File: src/rtl/fetch_stage_if.sv
// Fetch-stage bundle: execute redirect, decode hand-off and instruction-memory req/ack.
// master = fetch_stage, slave = the surrounding pipeline/memory.
interface fetch_stage_if;
  logic        pcsrcE;
  logic [31:0] pctargetE;
  logic        stallD;
  logic        imem_req;
  logic [31:0] imem_addr;
  logic        imem_ack;
  logic [31:0] imem_rdata;
  logic        validD;
  logic [31:0] instrD;
  logic [31:0] pcD;
  logic [31:0] pcplusfourD;

  modport master (
    input  pcsrcE, pctargetE, stallD, imem_ack, imem_rdata,
    output imem_req, imem_addr, validD, instrD, pcD, pcplusfourD
  );

  modport slave (
    output pcsrcE, pctargetE, stallD, imem_ack, imem_rdata,
    input  imem_req, imem_addr, validD, instrD, pcD, pcplusfourD
  );
endinterface

File: src/rtl/fetch_stage.sv
// Owns the PC, fetches words over imem req/ack into a 2-entry queue; ack-to-validD 1 cycle.
// stallD holds the head and a full queue stops issue; FETCH_PERF_EN adds fetch/drop counters.
module fetch_stage #(
  parameter logic [31:0] RESET_PC  = 32'h0000_0000,
  parameter logic [31:0] NOP_INSTR = 32'h0000_0013
) (
  input  logic          clk,
  input  logic          rst,
`ifdef FETCH_PERF_EN
  output logic [31:0]   perf_fetched,
  output logic [31:0]   perf_dropped,
`endif
  fetch_stage_if.master bus
);

  localparam logic [0:0]  IDLE  = 1'b0;
  localparam logic [0:0]  REQ   = 1'b1;
  localparam logic [31:0] ALIGN = 32'hFFFF_FFFC;

  typedef struct packed {
    logic [31:0] pc;
    logic [31:0] instr;
  } entry_t;

  logic [0:0]  state, state_n;
  logic [31:0] fetch_pc, fetch_pc_n;
  logic [31:0] req_addr, req_addr_n;
  logic        discard, discard_n;
  entry_t      q [2];
  logic        rd_ptr, wr_ptr;
  logic [1:0]  count, count_n;
  logic        valid, ack_acc, drop_ack, push, pop;
  entry_t      head;

  assign valid    = (count != 2'd0);
  assign head     = q[rd_ptr];
  assign ack_acc  = (state == REQ) && bus.imem_ack;
  // a response is dropped if it answers a pre-redirect request or races a redirect
  assign drop_ack = ack_acc && (discard || bus.pcsrcE);
  assign push     = ack_acc && !drop_ack;
  assign pop      = valid && !bus.stallD && !bus.pcsrcE;

  always_comb begin
    count_n = count;
    if (bus.pcsrcE)
      count_n = 2'd0;
    else if (push && !pop)
      count_n = count + 2'd1;
    else if (pop && !push)
      count_n = count - 2'd1;
  end

  always_comb begin
    fetch_pc_n = fetch_pc;
    if (bus.pcsrcE)
      fetch_pc_n = bus.pctargetE & ALIGN;
    else if (push)
      fetch_pc_n = fetch_pc + 32'd4;
  end

  always_comb begin
    state_n    = state;
    req_addr_n = req_addr;
    discard_n  = discard;
    if (state == REQ && !bus.imem_ack) begin
      if (bus.pcsrcE)
        discard_n = 1'b1;
    end else begin
      discard_n = 1'b0;
      // only one request in flight, so issuing needs a queue slot beyond those already held
      if (!bus.pcsrcE && ((state == IDLE) ? (count < 2'd2) : (count_n < 2'd2))) begin
        state_n    = REQ;
        req_addr_n = fetch_pc_n;
      end else begin
        state_n    = IDLE;
      end
    end
  end

  always_ff @(posedge clk or posedge rst) begin
    if (rst) begin
      state    <= IDLE;
      fetch_pc <= RESET_PC & ALIGN;
      req_addr <= RESET_PC & ALIGN;
      discard  <= 1'b0;
      count    <= 2'd0;
      rd_ptr   <= 1'b0;
      wr_ptr   <= 1'b0;
    end else begin
      state    <= state_n;
      fetch_pc <= fetch_pc_n;
      req_addr <= req_addr_n;
      discard  <= discard_n;
      count    <= count_n;
      if (bus.pcsrcE) begin
        rd_ptr <= 1'b0;
        wr_ptr <= 1'b0;
      end else begin
        if (push)
          wr_ptr <= ~wr_ptr;
        if (pop)
          rd_ptr <= ~rd_ptr;
      end
    end
  end

  // payload needs no reset: count gates every read
  always_ff @(posedge clk) begin
    if (push)
      q[wr_ptr] <= '{pc: fetch_pc, instr: bus.imem_rdata};
  end

  assign bus.imem_req    = (state == REQ);
  assign bus.imem_addr   = req_addr;
  assign bus.validD      = valid;
  assign bus.instrD      = valid ? head.instr : NOP_INSTR;
  assign bus.pcD         = valid ? head.pc : 32'd0;
  assign bus.pcplusfourD = valid ? (head.pc + 32'd4) : 32'd0;

`ifdef FETCH_PERF_EN
  always_ff @(posedge clk or posedge rst) begin
    if (rst) begin
      perf_fetched <= 32'd0;
      perf_dropped <= 32'd0;
    end else begin
      if (push)
        perf_fetched <= perf_fetched + 32'd1;
      perf_dropped <= perf_dropped + {30'd0, (bus.pcsrcE ? count : 2'd0)} + {31'd0, drop_ack};
    end
  end
`endif

endmodule

File: src/flat_wrapper.sv
// flat-port wrapper written by rule: the top's interface ports become plain ports
module fetch_stage_flat 
#(
  parameter logic [31:0] RESET_PC  = 32'h0000_0000,
  parameter logic [31:0] NOP_INSTR = 32'h0000_0013
)
  (clk, rst, bus_pcsrcE, bus_pctargetE, bus_stallD, bus_imem_ack, bus_imem_rdata, bus_imem_req, bus_imem_addr, bus_validD, bus_instrD, bus_pcD, bus_pcplusfourD);
  fetch_stage_if bus_i ();
  input  logic clk;
  input  logic rst;
  input wire logic [$bits(bus_i.pcsrcE)-1:0] bus_pcsrcE;
  input wire logic [$bits(bus_i.pctargetE)-1:0] bus_pctargetE;
  input wire logic [$bits(bus_i.stallD)-1:0] bus_stallD;
  input wire logic [$bits(bus_i.imem_ack)-1:0] bus_imem_ack;
  input wire logic [$bits(bus_i.imem_rdata)-1:0] bus_imem_rdata;
  output wire logic [$bits(bus_i.imem_req)-1:0] bus_imem_req;
  output wire logic [$bits(bus_i.imem_addr)-1:0] bus_imem_addr;
  output wire logic [$bits(bus_i.validD)-1:0] bus_validD;
  output wire logic [$bits(bus_i.instrD)-1:0] bus_instrD;
  output wire logic [$bits(bus_i.pcD)-1:0] bus_pcD;
  output wire logic [$bits(bus_i.pcplusfourD)-1:0] bus_pcplusfourD;
  assign bus_i.pcsrcE = bus_pcsrcE;
  assign bus_i.pctargetE = bus_pctargetE;
  assign bus_i.stallD = bus_stallD;
  assign bus_i.imem_ack = bus_imem_ack;
  assign bus_i.imem_rdata = bus_imem_rdata;
  assign bus_imem_req = bus_i.imem_req;
  assign bus_imem_addr = bus_i.imem_addr;
  assign bus_validD = bus_i.validD;
  assign bus_instrD = bus_i.instrD;
  assign bus_pcD = bus_i.pcD;
  assign bus_pcplusfourD = bus_i.pcplusfourD;
  fetch_stage #(.RESET_PC(RESET_PC), .NOP_INSTR(NOP_INSTR)) u_core (.clk(clk), .rst(rst), .bus(bus_i));
endmodule
File: config.mk
export PLATFORM = sky130hd
export DESIGN_NAME = fetch_stage_flat
export DESIGN_NICKNAME = d
export VERILOG_FILES = /design/src/rtl/fetch_stage_if.sv /design/src/rtl/fetch_stage.sv /design/src/flat_wrapper.sv
export SDC_FILE = /design/constraint.sdc
export NUM_CORES = 1
export LEC_CHECK = 0
export ABC_AREA = 1
export CAP_MARGIN = 0
export CORE_ASPECT_RATIO = 2
export CORE_MARGIN = 2
export CORE_UTILIZATION = 55
export DETAILED_ROUTE_END_ITERATION = 7
export DONT_BUFFER_PORTS = 1
export PLACE_DENSITY = 0.7
export SYNTH_ARGS = -nofsm -noshare
export SYNTH_HDL_FRONTEND = slang
export SYNTH_SLANG_ARGS = --single-unit
File: constraint.sdc
create_clock -name clk -period 8.5 [get_ports clk]
set_input_delay 0.425 -clock clk [delete_from_list [all_inputs] [get_ports clk]]
set_output_delay 0.425 -clock clk [all_outputs]
set_load 0.02 [all_outputs]
### Word-level counts from Yosys, hierarchy flattened

Memories as Yosys holds them, arrays and structs flattened.
Index checks and enable logic that the tools add are counted.

| word-level totals | value |
|---|---|
| register bits after elaboration | 70 |
| output and inout bits | 130 |
| bits in latches | 0 |
| logic and storage cells | 56 |
| bits in read-only memories | 0 |
| input port bits | 69 |
| RAM bits | 128 |
| memories | 1 |

| operators by class | value |
|---|---|
| add/sub/neg operators | 4 |
| div/mod/pow operators | 0 |
| muxes and demuxes | 18 |
| equal/unequal tests | 1 |
| bitwise operators | 3 |
| shift operators | 0 |
| multiply operators | 0 |
| $lt $le $gt $ge | 2 |
| reductions and logical operators | 20 |

Memory list:

| name | depth | width | rd ports | clocked after Yosys merged registers in | wr ports | line | RTL |
|---|---|---|---|---|---|---|---|
| u_core.q | 2 | 64 | 1 | 0 | 1 | fetch_stage.sv:29 | `entry_t q [2];` |

Operators by type and width:

| cell | count |
|---|---|
| $mux 32 | 5 |
| $add 32x3->32 const B | 2 |
| $mux 1 | 10 |
| $logic_and 1x1->1 | 9 |
| $logic_not 1->1 | 6 |
| $mux 2 | 3 |
| $reduce_bool 2->1 | 3 |
| $lt 2x2->1 const B | 2 |
| $not 1->1 | 3 |
| $add 2x1->2 const B | 1 |
| $ne 2x2->1 const B | 1 |
| $reduce_and 2->1 | 1 |
| $sub 2x1->2 const B | 1 |
| $logic_or 1x1->1 | 1 |

### Logic depth before layout (Yosys ltp)

| logic depth | value |
|---|---|
| depth in word-level cells | 13 |
| gate-level depth with buffers | 16 |
| gate-level depth less buffers | 13 |

### Worst setup path after synthesis

No wires, ideal clock.

| timing | value |
|---|---|
| kind | register to register |
| from | reg u_core.state, in the netlist u_core.bus.imem_req |
| to | mem u_core.q[0][0] (netlist bit), enable pin |
| period minus slack after synthesis | 4126 ps |
| setup time | 487 ps |
| arrival | 3639 ps |
| buffers on the path | 1 |
| slack | 4374 ps |
| data required time | 8013 ps |
| stages on the path, launching flop included | 6 |
| path through | dfrtp_1 > nand2_1 > inv_1 > nand2_1 > buf_2 > nor2_1 |

| on the way | value |
|---|---|
| longest elaborated chain between the ends | 6 |

RTL lines:

| item | line | RTL |
|---|---|---|
| start, declared | fetch_stage.sv:25 | `logic [0:0] state, state_n;` |
| start signal, assigned | fetch_stage.sv:90 | `state <= state_n;` |
| $logic_and 1x1->1 * | fetch_stage.sv:37 | `assign ack_acc = (state == REQ) && bus.imem_ack;` |
| $logic_and 1x1->1 | fetch_stage.sv:39 | `assign drop_ack = ack_acc && (discard \|\| bus.pcsrcE);` |
| $logic_not 1->1 | fetch_stage.sv:40 | `assign push = ack_acc && !drop_ack;` |
| $logic_and 1x1->1 * | fetch_stage.sv:40 |  |
| $mux 1 * | fetch_stage.sv:109 | `if (push)` |
| $mux 1 (not written as such) * | fetch_stage.sv:110 | `q[wr_ptr] <= '{pc: fetch_pc, instr: bus.imem_rdata};` |
| end, declared | fetch_stage.sv:29 |  |

Every way passes the cells marked *; elsewhere a longest branch is shown, timed or not.

### Worst setup path in the final report

| timing | value |
|---|---|
| from | reg u_core.rd_ptr |
| to | out bus_pcplusfourD[20] |

| on the way | value |
|---|---|
| longest elaborated chain between the ends | 3 |

RTL lines:

| item | line | RTL |
|---|---|---|
| start, declared | fetch_stage.sv:30 | `logic rd_ptr, wr_ptr;` |
| start signal, assigned | fetch_stage.sv:102 | `rd_ptr <= ~rd_ptr;` |
| $mem_v2 2x64 | - |  |
| $add 32x3->32 | fetch_stage.sv:118 | `assign bus.pcplusfourD = valid ? (head.pc + 32'd4) : 32'd0;` |
| $mux 32 | fetch_stage.sv:118 |  |
| end, declared | flat_wrapper.sv:21 | `output wire logic [$bits(bus_i.pcplusfourD)-1:0] bus_pcplusfourD;` |

No other way between the ends.

==> run metrics <==
total power draw=between 2000 and 2500 uW; fin crit share=0.460; Leakage=between 0.004 and 0.005 uW; TritonCTS clock tree=built; FF+latch count, synth=between 150 and 200; CP arrival=around 3.5 ns; post-DR wirelength/cell=17.6 um; Simple-Gate Fraction of Synth Area=0.281; Synth Area in Compound Gates=0.0528; Synth top area share=0.402; Slew HR=0.379; Cell Rows=68; critical path's top delay family=simple AND/OR/NAND/NOR gates; clk_skew=between 0.008 and 0.009 ns; Synth Area in XOR/XNOR=0.00825; Startpoint Class=register; Worst EP required=between 8 and 9 ns; most common cell after layout, fill and taps aside=nand2_1; CTS Sinks=roughly 200; CTS buffer count=17; share of cells above drive strength 1=0.0586; f_max=around 260 MHz; most frequent cells in the layout=nand2_1 (342), nor2_1 (191), edfxtp_1 (128), inv_1 (108), nand3_1 (73); IO buf count=0; Syn Std Cell Area=between 0.009 and 0.01 mm^2; Cell variety after synth=36; deepest clock path buffer count=2; GPL Wtd Cong=approximately 0.93; clk_lat worst skew=0.44 ns; starting density of the core=0.559; Clock Tree Root=clkbuf_16; GRT Overall Usage=0.255; Syn Nets=approximately 1,200; total core area=about 0.017 mm^2; die area=between 0.015 and 0.02 mm^2; Layout Nets=between 1,000 and 1,500; # IOs=199; Yosys Warn Count=0; Reg area=0.00560 mm^2; Finish-stage setup viols=0; DR iter-0 viols=433; CP endpoint kind=output pin; min-delay worst type=input pin to register; Max Cap Violations=0; sequential area share after synthesis=0.585; Critical Path Max Stage Delay=around 0.53 ns; HP Start=bus_pcsrcE; Antenna Cells=0; Reg2Reg Depth=14; worst r2r src=u_core.count[1]; hold path endpoint=u_core.fetch_pc[0]; Slowest-stage cell, CP=buf_4; RSZ-0062 raised after global routing=no; FF-to-FF setup slack=4.87 ns; CTS H-tree lvls=4; Most Frequent Cell on Critical Path=nand2_1; initial antenna violation count=0; area of the multi-input gates=approximately 0.0033 mm^2; Cells after Synth=1,111; post-DP HPWL=approximately 17,000 um; Fin Setup TNS=0 ns; worst-margin pin slew=between 0.9 and 1 ns; post-CTS resize count=0; WS Path Type=register to output pin; Avg Cell Area, Syn=~8.6 um^2; crit path max fanout=67; chip height=190 um; critical-path cell list=buf_4, inv_2, o21ai_2, ha_1, nand2_1, nor2_1, nand2_1, nor3_2, nand2_1, nand2_1, inv_1, nor2_1; clk slew on worst S/H paths=around 0.070 ns; first-pass GRT wire length=around 37,000 um; total grt overflow=0; proportion of synthesized area in mux cells=0.00105; largest net degree at the start of global routing=~70; maximum vdd drop=around 0.00023 V; Via density=5.48; Die Width=between 90 and 100 um; Final ANT Viol Nets=0; main combinational cell family by area after synthesis=simple AND/OR/NAND/NOR gates; post-route minimum period=between 3 and 4 ns; # fillers=between 1,500 and 2,000; vias in the first global route=a little over 7,000; Buffers & Inverters on Critical Path=3; outcome=completed; via count=between 7,000 and 8,000; cts hold-fix bufs=0; synth-to-layout area growth=6.91%; number of iterations in the first detailed-routing pass=5; Pwr Density=234 mW/mm^2; hold path cells=1; postcts setup bufs=0; DRC violations left=0; cell taking the most area after synthesis=edfxtp_1; max-slew violations=0; routed wire length=23,200 um; Fin. Hold Viols=0; ranking of synthesized cells by area=edfxtp_1 (40%), dfrtp_1 (18%), nand2_1 (13%), nor2_1 (7.6%), inv_1 (4.3%); worst r2r dst=u_core.bus.imem_addr[28]; Synth Area in Adders=0.00393
-- power breakdown --
part           switching (uW)  internal, uW
clock                     374           384
combinational             331          88.7
sequential                109          1110
total                     814          1580
-- sequential cells by signal, summed over array words and instances (netlist names) --
register,flops
u_core.discard,1
u_core.count,2
u_core.bus.imem_req,1
u_core.q,128
u_core.rd_ptr,1
u_core.fetch_pc,32
u_core.bus.imem_addr,32
u_core.wr_ptr,1
-- cell families after synthesis --
| family | Yosys count |
|---|---|
| AOI/OAI and AO/OA | 93 |
| xor gates and xnor gates | 9 |
| adders and majority gates | 3 |
| buffers and inverters | 154 |
| DFF | 198 |
| muxes | 1 |
| and+or+nand+nor | 653 |
-- synthesized netlist by cell type (all sizes together) --
library cell	n
or2	5
dfrtp	70
o22a	2
clkbuf	19
and2	3
mux2i	1
buf	21
a21oi	10
o21ai	71
clkinv	1
nand3	76
nor2	199
o21a	3
nand3b	3
edfxtp	128
inv	113
nor3	7
o21bai	4
nand2	342
a22oi	1
ha	3
a31oi	1
o211ai	1
nand4	18
xor2	9
-- worst max path at each step --
stage | from | to | depth (start not counted)
global placement | u_core.count[1] | u_core.bus.imem_addr[28] | 14
floorplan | u_core.bus.imem_req | u_core.q[0][0] | 5
global route | u_core.rd_ptr | bus_pcplusfourD[20] | 12
finish | u_core.rd_ptr | bus_pcplusfourD[20] | 12
CTS | u_core.rd_ptr | bus_pcplusfourD[20] | 12
detailed placement | u_core.count[1] | u_core.bus.imem_addr[28] | 14
-- layer usage --
metal  track usage  share of wire
met5             0              0
met3        0.0469          0.049
met4         0.104          0.029
met2         0.459           0.53
met1         0.300           0.39
-- metrics by stage --
step                      area (um^2)  utilization  cells  setup slack (ns)  hold WS, ns
after floorplan                  9560            -   1111              4.37        0.442
after global placement           9670        0.565   1287              4.93        0.463
after detailed placement         9670        0.565   1287              4.84        0.468
after CTS                       10200        0.598   1319              4.55       0.0478
after global routing            10200        0.598   1319              4.26       0.0504
final                           10200        0.598   1319              4.59       0.0610
-- layout make-up --
type | count | area share
sequential | 198 | 0.548
multi-input combinational | 759 | 0.327
clock buffer | 18 | 0.0420
inverter | 114 | 0.0420
tap | 210 | 0.0257
clock inverter | 14 | 0.0116
timing repair buffer | 6 | 0.00441
Power figures use the tool's default switching activity.
